**src/rtl/pulse_train_gen_pkg.sv**
```systemverilog
// Shared types and constants for the pulse train generator.
// Latency: n/a (declarations only).
// Backpressure: n/a (declarations only).
package pulse_train_gen_pkg;

  typedef enum logic {
    IDLE = 1'b0,
    RUN  = 1'b1
  } state_t;

  localparam int DEF_DIV = 250;
  localparam int DEF_W   = 8;

  // Two guard bits let acc + COUNT_L and WIN_L + 1 be formed without overflow.
  localparam int ACC_GUARD = 2;
  localparam int DEF_ACC_W = DEF_W + ACC_GUARD;

  function automatic int acc_width(input int w);
    return w + ACC_GUARD;
  endfunction

endpackage

```
**src/rtl/pulse_train_gen_tick_prescaler.sv**
```systemverilog
// Slot prescaler: free-running tick counter 0..DIV-1 while enabled, held at 0 otherwise.
// Latency: decode outputs are combinational from the registered tick count.
// Backpressure: none; counts every CLK while EN is high.
//
// Ports:
//   CLK, RST    - clock and synchronous active-high reset
//   EN          - count enable (block is in RUN)
//   tick_wrap   - tick == DIV-1 (last cycle of a slot)
//   first_half  - tick <  DIV/2 (pulse-high portion of a slot)
//   slot_start  - tick == 0     (first cycle of a slot)
module tick_prescaler #(
  parameter int DIV = 250
) (
  input  logic CLK,
  input  logic RST,
  input  logic EN,
  output logic tick_wrap,
  output logic first_half,
  output logic slot_start
);

  localparam int TW = (DIV > 2) ? $clog2(DIV) : 1;
  localparam logic [TW-1:0] TICK_LAST = TW'(DIV - 1);
  localparam logic [TW-1:0] TICK_HALF = TW'(DIV / 2);

  logic [TW-1:0] tick;

  always_ff @(posedge CLK) begin
    if (RST) begin
      tick <= '0;
    end else if (!EN) begin
      tick <= '0;
    end else if (tick == TICK_LAST) begin
      tick <= '0;
    end else begin
      tick <= tick + TW'(1);
    end
  end

  assign tick_wrap  = (tick == TICK_LAST);
  assign first_half = (tick < TICK_HALF);
  assign slot_start = (tick == '0);

endmodule

```
**src/rtl/pulse_train_gen.sv**
```systemverilog
// Emits exactly COUNT_L pulses spread over WIN_L+1 slots per window using a DDA accumulator.
// Latency: EN sampled in IDLE -> WIN_STRB and slot 0 on the next CLK; PULSE_OUT decoded from registers.
// Backpressure: none; free-running once started, a window always completes unless RST.
//
// Ports:
//   CLK, RST   - clock and synchronous active-high reset
//   EN         - run request, checked in IDLE and at each window end
//   WIN, COUNT - window length minus 1 (slots) and pulses per window, latched at window start
//   PULSE_OUT  - pulse train, high for the first DIV/2 cycles of each firing slot
//   WIN_STRB   - one-CLK strobe on the first cycle of each window
//   EMITTED    - pulses emitted in the last completed window
//   SAT        - COUNT exceeded WIN+1 for the current window and was clamped
module pulse_train_gen
  import pulse_train_gen_pkg::*;
#(
  parameter int DIV = DEF_DIV,
  parameter int W   = DEF_W
) (
  input  logic         CLK,
  input  logic         RST,
  input  logic         EN,
  input  logic [W-1:0] WIN,
  input  logic [W-1:0] COUNT,
  output logic         PULSE_OUT,
  output logic         WIN_STRB,
  output logic [W-1:0] EMITTED,
  output logic         SAT
);

  localparam int ACC_W = acc_width(W);

  state_t           state;
  logic [W-1:0]     win_l;
  logic [W-1:0]     count_l;
  logic [W-1:0]     slot;
  logic [ACC_W-1:0] acc;
  logic [W-1:0]     fired;
  logic             fire;      // current slot fires

  logic tick_wrap;
  logic first_half;
  logic slot_start;

  tick_prescaler #(
    .DIV(DIV)
  ) u_prescaler (
    .CLK       (CLK),
    .RST       (RST),
    .EN        (state == RUN),
    .tick_wrap (tick_wrap),
    .first_half(first_half),
    .slot_start(slot_start)
  );

  // DDA step for the next slot inside the running window.
  logic [ACC_W-1:0] run_sum;
  logic [ACC_W-1:0] run_span;
  logic             run_fire;
  logic [ACC_W-1:0] run_acc;

  // Values for a fresh window taken straight from the live inputs; acc starts at 0,
  // so slot 0's sum is just the clamped count.
  logic [ACC_W-1:0] new_span;
  logic             new_sat;
  logic [W-1:0]     new_count;
  logic [ACC_W-1:0] new_sum;
  logic             new_fire;
  logic [ACC_W-1:0] new_acc;

  logic window_end;
  logic do_start;

  always_comb begin
    run_sum  = acc + ACC_W'(count_l);
    run_span = ACC_W'(win_l) + ACC_W'(1);
    run_fire = (run_sum >= run_span);
    run_acc  = run_fire ? (run_sum - run_span) : run_sum;

    new_span  = ACC_W'(WIN) + ACC_W'(1);
    new_sat   = (ACC_W'(COUNT) > new_span);
    // When clamping, WIN+1 < COUNT <= 2^W-1, so it fits in W bits.
    new_count = new_sat ? new_span[W-1:0] : COUNT;
    new_sum   = ACC_W'(new_count);
    new_fire  = (new_sum >= new_span);
    new_acc   = new_fire ? (new_sum - new_span) : new_sum;

    window_end = (state == RUN) && tick_wrap && (slot == win_l);
    do_start   = EN && ((state == IDLE) || window_end);
  end

  always_ff @(posedge CLK) begin
    if (RST) begin
      state   <= IDLE;
      win_l   <= '0;
      count_l <= '0;
      slot    <= '0;
      acc     <= '0;
      fired   <= '0;
      fire    <= 1'b0;
      EMITTED <= '0;
      SAT     <= 1'b0;
    end else begin
      // fired already includes the final slot's fire, since it is counted on slot entry.
      if (window_end) begin
        EMITTED <= fired;
      end

      if (do_start) begin
        state   <= RUN;
        win_l   <= WIN;
        count_l <= new_count;
        SAT     <= new_sat;
        slot    <= '0;
        acc     <= new_acc;
        fire    <= new_fire;
        fired   <= W'(new_fire);
      end else if (window_end) begin
        state <= IDLE;
        slot  <= '0;
        acc   <= '0;
        fire  <= 1'b0;
        fired <= '0;
      end else if ((state == RUN) && tick_wrap) begin
        slot  <= slot + W'(1);
        acc   <= run_acc;
        fire  <= run_fire;
        fired <= fired + W'(run_fire);
      end
    end
  end

  // Both decodes use registered state only; no input reaches them combinationally.
  assign PULSE_OUT = (state == RUN) && fire && first_half;
  assign WIN_STRB  = (state == RUN) && (slot == '0) && slot_start;

endmodule

```
**config.mk**
```make
export PLATFORM = sky130hd
export DESIGN_NAME = pulse_train_gen
export DESIGN_NICKNAME = d
export VERILOG_FILES = /design/src/rtl/pulse_train_gen_pkg.sv /design/src/rtl/pulse_train_gen_tick_prescaler.sv /design/src/rtl/pulse_train_gen.sv
export SDC_FILE = /design/constraint.sdc
export NUM_CORES = 1
export LEC_CHECK = 0
export CORE_MARGIN = 4
export CORE_UTILIZATION = 50
export DETAILED_ROUTE_END_ITERATION = 7
export GPL_TIMING_DRIVEN = 0
export PLACE_DENSITY = 0.69
export SYNTH_ARGS = -nofsm -noshare
export SYNTH_HDL_FRONTEND = slang
export SYNTH_SLANG_ARGS = --single-unit
```
**constraint.sdc**
```tcl
create_clock -name CLK -period 10.97 [get_ports CLK]
set_input_delay 1.6455 -clock CLK [delete_from_list [all_inputs] [get_ports CLK]]
set_output_delay 1.6455 -clock CLK [all_outputs]
set_load 0.1 [all_outputs]
```
==> impl_metrics.yaml <==
yosys:
  syn_area_um2: 4520
  syn_avg_cell_area_um2: 8.09
  async_flop_share_pct: 0
  syn-instance-count: 559
  synth_edf_count: 0
  seq_area_frac_synth_pct: 27.0
  synth.ff_latch_count: 61
  synth_nets: 621
  synth_warnings: 0
  synth.distinct_cells: 65
  synth_ff_type: "dfxtp_1"
pwr:
  clockPowerShare_pct: 24.8
  p_sw_share_pct: 39.3
  peakVddDrop_uv: 55.8
  pwr-share-comb_pct: 42.1
  seqPwrFrac_pct: 33.1
  cellLeakagePower_uw: 0.00216
  p_int_uw: 443
  powerDensity_nw_per_um2: 143
  power_switching_uw: 287
timing:
  slew_headroom_pct: 34.5
  finClkSkew_ns: 0.0134
  hold_viol_final: 0
  setup_tns_ns: 0
  tightestPinTransition_ns: 0.979
  slew_violations: 0
  period_needed_ns: 6.59
  finalSetupViolCount: 0
  post-route-period-util_pct: 60.1
  fmax_mhz: 152
  rsz0062_at_grt: "no"
global_route:
  grt_pass1_vias: 3898
  grt_pass1_wl_um: 18600
  grt_max_degree: 13
  grt_antenna_before_repair: 0
  track_usage_pct: 22.2
  grt_remaining_overflow: 0
layout:
  area_growth_pct: 13.1
  final_net_count: 660
  antenna_cells: 0
  final_cell_mix: "nor2_1, dfxtp_1, nand2_1, ha_1, a21oi_1"
  drive_gt1_share_pct: 4.98
  final_cells: 711
  fillerInstances: 826
  final_common_cell: "nor2_1"
floorplanning:
  die_area_um2: 10600
  die_y_um: 103
  rows: 34
  start_util_pct: 51.6
  core_area_um2: 8760
  io_pins: 30
  die_width_um: 103
clock_network:
  hold_buffers: 0
  post_cts_buffers: 0
  cts_tree: "done"
  htree_levels: 3
  cts-root-buf: "clkbuf_8"
  cts_inserted_buffers: 9
  cts_resized: 0
  clock_sinks: 61
  clk_latency_ns: 0.35
  cts.reportedPaths.clkPinSlew_ns: 0.07
  clk_path_buf_depth: 2
drt:
  vias: 3964
  drt-initial-drc-count: 199
  ant_nets: 0
  viasPerCell: 5.58
  drtPass1Iterations: 4
  avgRoutedWirePerCell_um: 15.4
  drc_errors: 0
  drt_wl_total_um: 11000
setup_path:
  end_kind: "flip-flop"
  rrSetupSlack_ns: 6.49
  critPathArrivalTime_ns: 6.80
  crit_fanout: 10
  r2r-end: "fired[4]$_SDFFE_PP0P_"
  critPathLaunchType: "input port"
  cp_data_required_time_ns: 11.18
  critPathLaunch: "WIN[1]"
  crit_path_end: "acc[2]$_SDFFE_PP0P_"
  path_class: "input port to flip-flop"
  rr_startpoint: "count_l[0]$_SDFFE_PP0P_"
  r2r_cells: 19
placed_design:
  hpwl_um: 8800
  place.gp.congestion: 0.905
  placed_cells_incl_taps: 695
  port_buffers: 28
min_path:
  hp-class: "flip-flop to flip-flop"
outcome:
  outcome: "complete, no violations"
flow_run:
  cap_viol_max_count: 0
metrics by stage:
stage                     worst slack (ns)  area (um2)  hold slack [ns]  total power [uW]  util [%]
after floorplan                       5.39        4520            0.441               477         -
after global placement                4.14        4940            0.459               540      56.3
after global routing                  4.12        5110            0.488               779      58.4
after detailed placement              4.07        4940            0.462               547      56.3
final                                 4.38        5110            0.472               730      58.4
after CTS                             4.42        5110            0.473               728      58.4
how the worst min path moves through the flow:
stage / startpoint / to / depth (start not counted)
global route: count_l[4]$_SDFFE_PP0P_ / count_l[4]$_SDFFE_PP0P_ / 2
CTS: count_l[6]$_SDFFE_PP0P_ / count_l[6]$_SDFFE_PP0P_ / 2
global placement: count_l[4]$_SDFFE_PP0P_ / count_l[4]$_SDFFE_PP0P_ / 2
finish: count_l[3]$_SDFFE_PP0P_ / count_l[3]$_SDFFE_PP0P_ / 2
detailed placement: count_l[6]$_SDFFE_PP0P_ / count_l[6]$_SDFFE_PP0P_ / 2
floorplan: count_l[2]$_SDFFE_PP0P_ / count_l[2]$_SDFFE_PP0P_ / 2
per-layer routing:
| layer | vias up | GRT usage [%] | share of wire, % |
|---|---|---|---|
| met5 | - | 0 | 0 |
| met4 | 0 | 7.47 | 1.6 |
| met3 | 15 | 4.33 | 5.3 |
| met2 | 84 | 36.9 | 47 |
| met1 | 1806 | 28.8 | 46 |
| li1 | 2059 | - | - |
sequential cells by signal, indices dropped and copies added, names as in the netlist, 8 cells and up:
name / count
EMITTED: 8
acc: 10
count_l: 8
fired: 8
slot: 8
u_prescaler.tick: 8
win_l: 8
critical path, stage by stage:
cell and delay (ns):
clkdlybuf4s50_1 0.63, ha_1 0.34, nand2_1 0.10, xor2_1 0.19
ha_1 0.36, o211ai_1 0.13, o31ai_1 0.24, a31oi_1 0.12
o32ai_4 0.55, mux2i_1 0.25, ha_1 0.27, fa_1 0.41
nor2b_1 0.12, o21ai_0 0.12, a31oi_1 0.20, o22ai_1 0.12
a31oi_2 0.41, nor2_1 0.18, a221oi_1 0.34, nor3_1 0.08
layout make-up:
cell class	instances	area (um2)	area share, %
Buffer	22	86.3	1.69
Clock buffer	9	124	2.42
Clock inverter	7	52.6	1.03
Inverter	29	109	2.13
Multi-Input combinational cell	447	3110	60.7
Sequential cell	61	1220	23.9
Tap cell	108	135	2.64
Timing Repair Buffer	28	280	5.48
power by group through the flow:
stage	clock network (uW)	registers [uW]	logic [uW]
2_1_floorplan	0	246	231
3_3_place_gp	0	246	294
3_5_place_dp	0	246	301
4_1_cts	183	241	304
5_1_grt	195	243	340
6_report	181	242	307
cell usage after synthesis (6+ instances only):
cell type / instances / area share [%]
nand2_1: 54 / 4.5
mux2i_1: 21 / 4.6
clkbuf_1: 18 / 1.5
ha_1: 40 / 11
inv_1: 29 / 2.4
nand3_1: 25 / 2.8
nor3_1: 8 / 0.89
dfxtp_1: 61 / 27
a21oi_1: 38 / 4.2
xor2_1: 36 / 7.0
a21o_1: 6 / 1.0
o21ai_0: 17 / 1.9
and2_1: 6 / 0.83
xnor2_1: 20 / 3.9
nor2_1: 72 / 6.0
nand4_1: 13 / 1.8
a211oi_1: 8 / 1.3
cells by family after synthesis:
logic type / Yosys count / synth area share, %
muxes: 23 / 5.15
buffers and inverters: 51 / 4.32
AOI/OAI and AO/OA: 113 / 17.4
adders and majority gates: 44 / 12.6
and+or+nand+nor: 209 / 21.8
xor gates and xnor gates: 58 / 11.7
DFF: 61 / 27.0
Note: power is estimated with default switching activity, not from simulation.
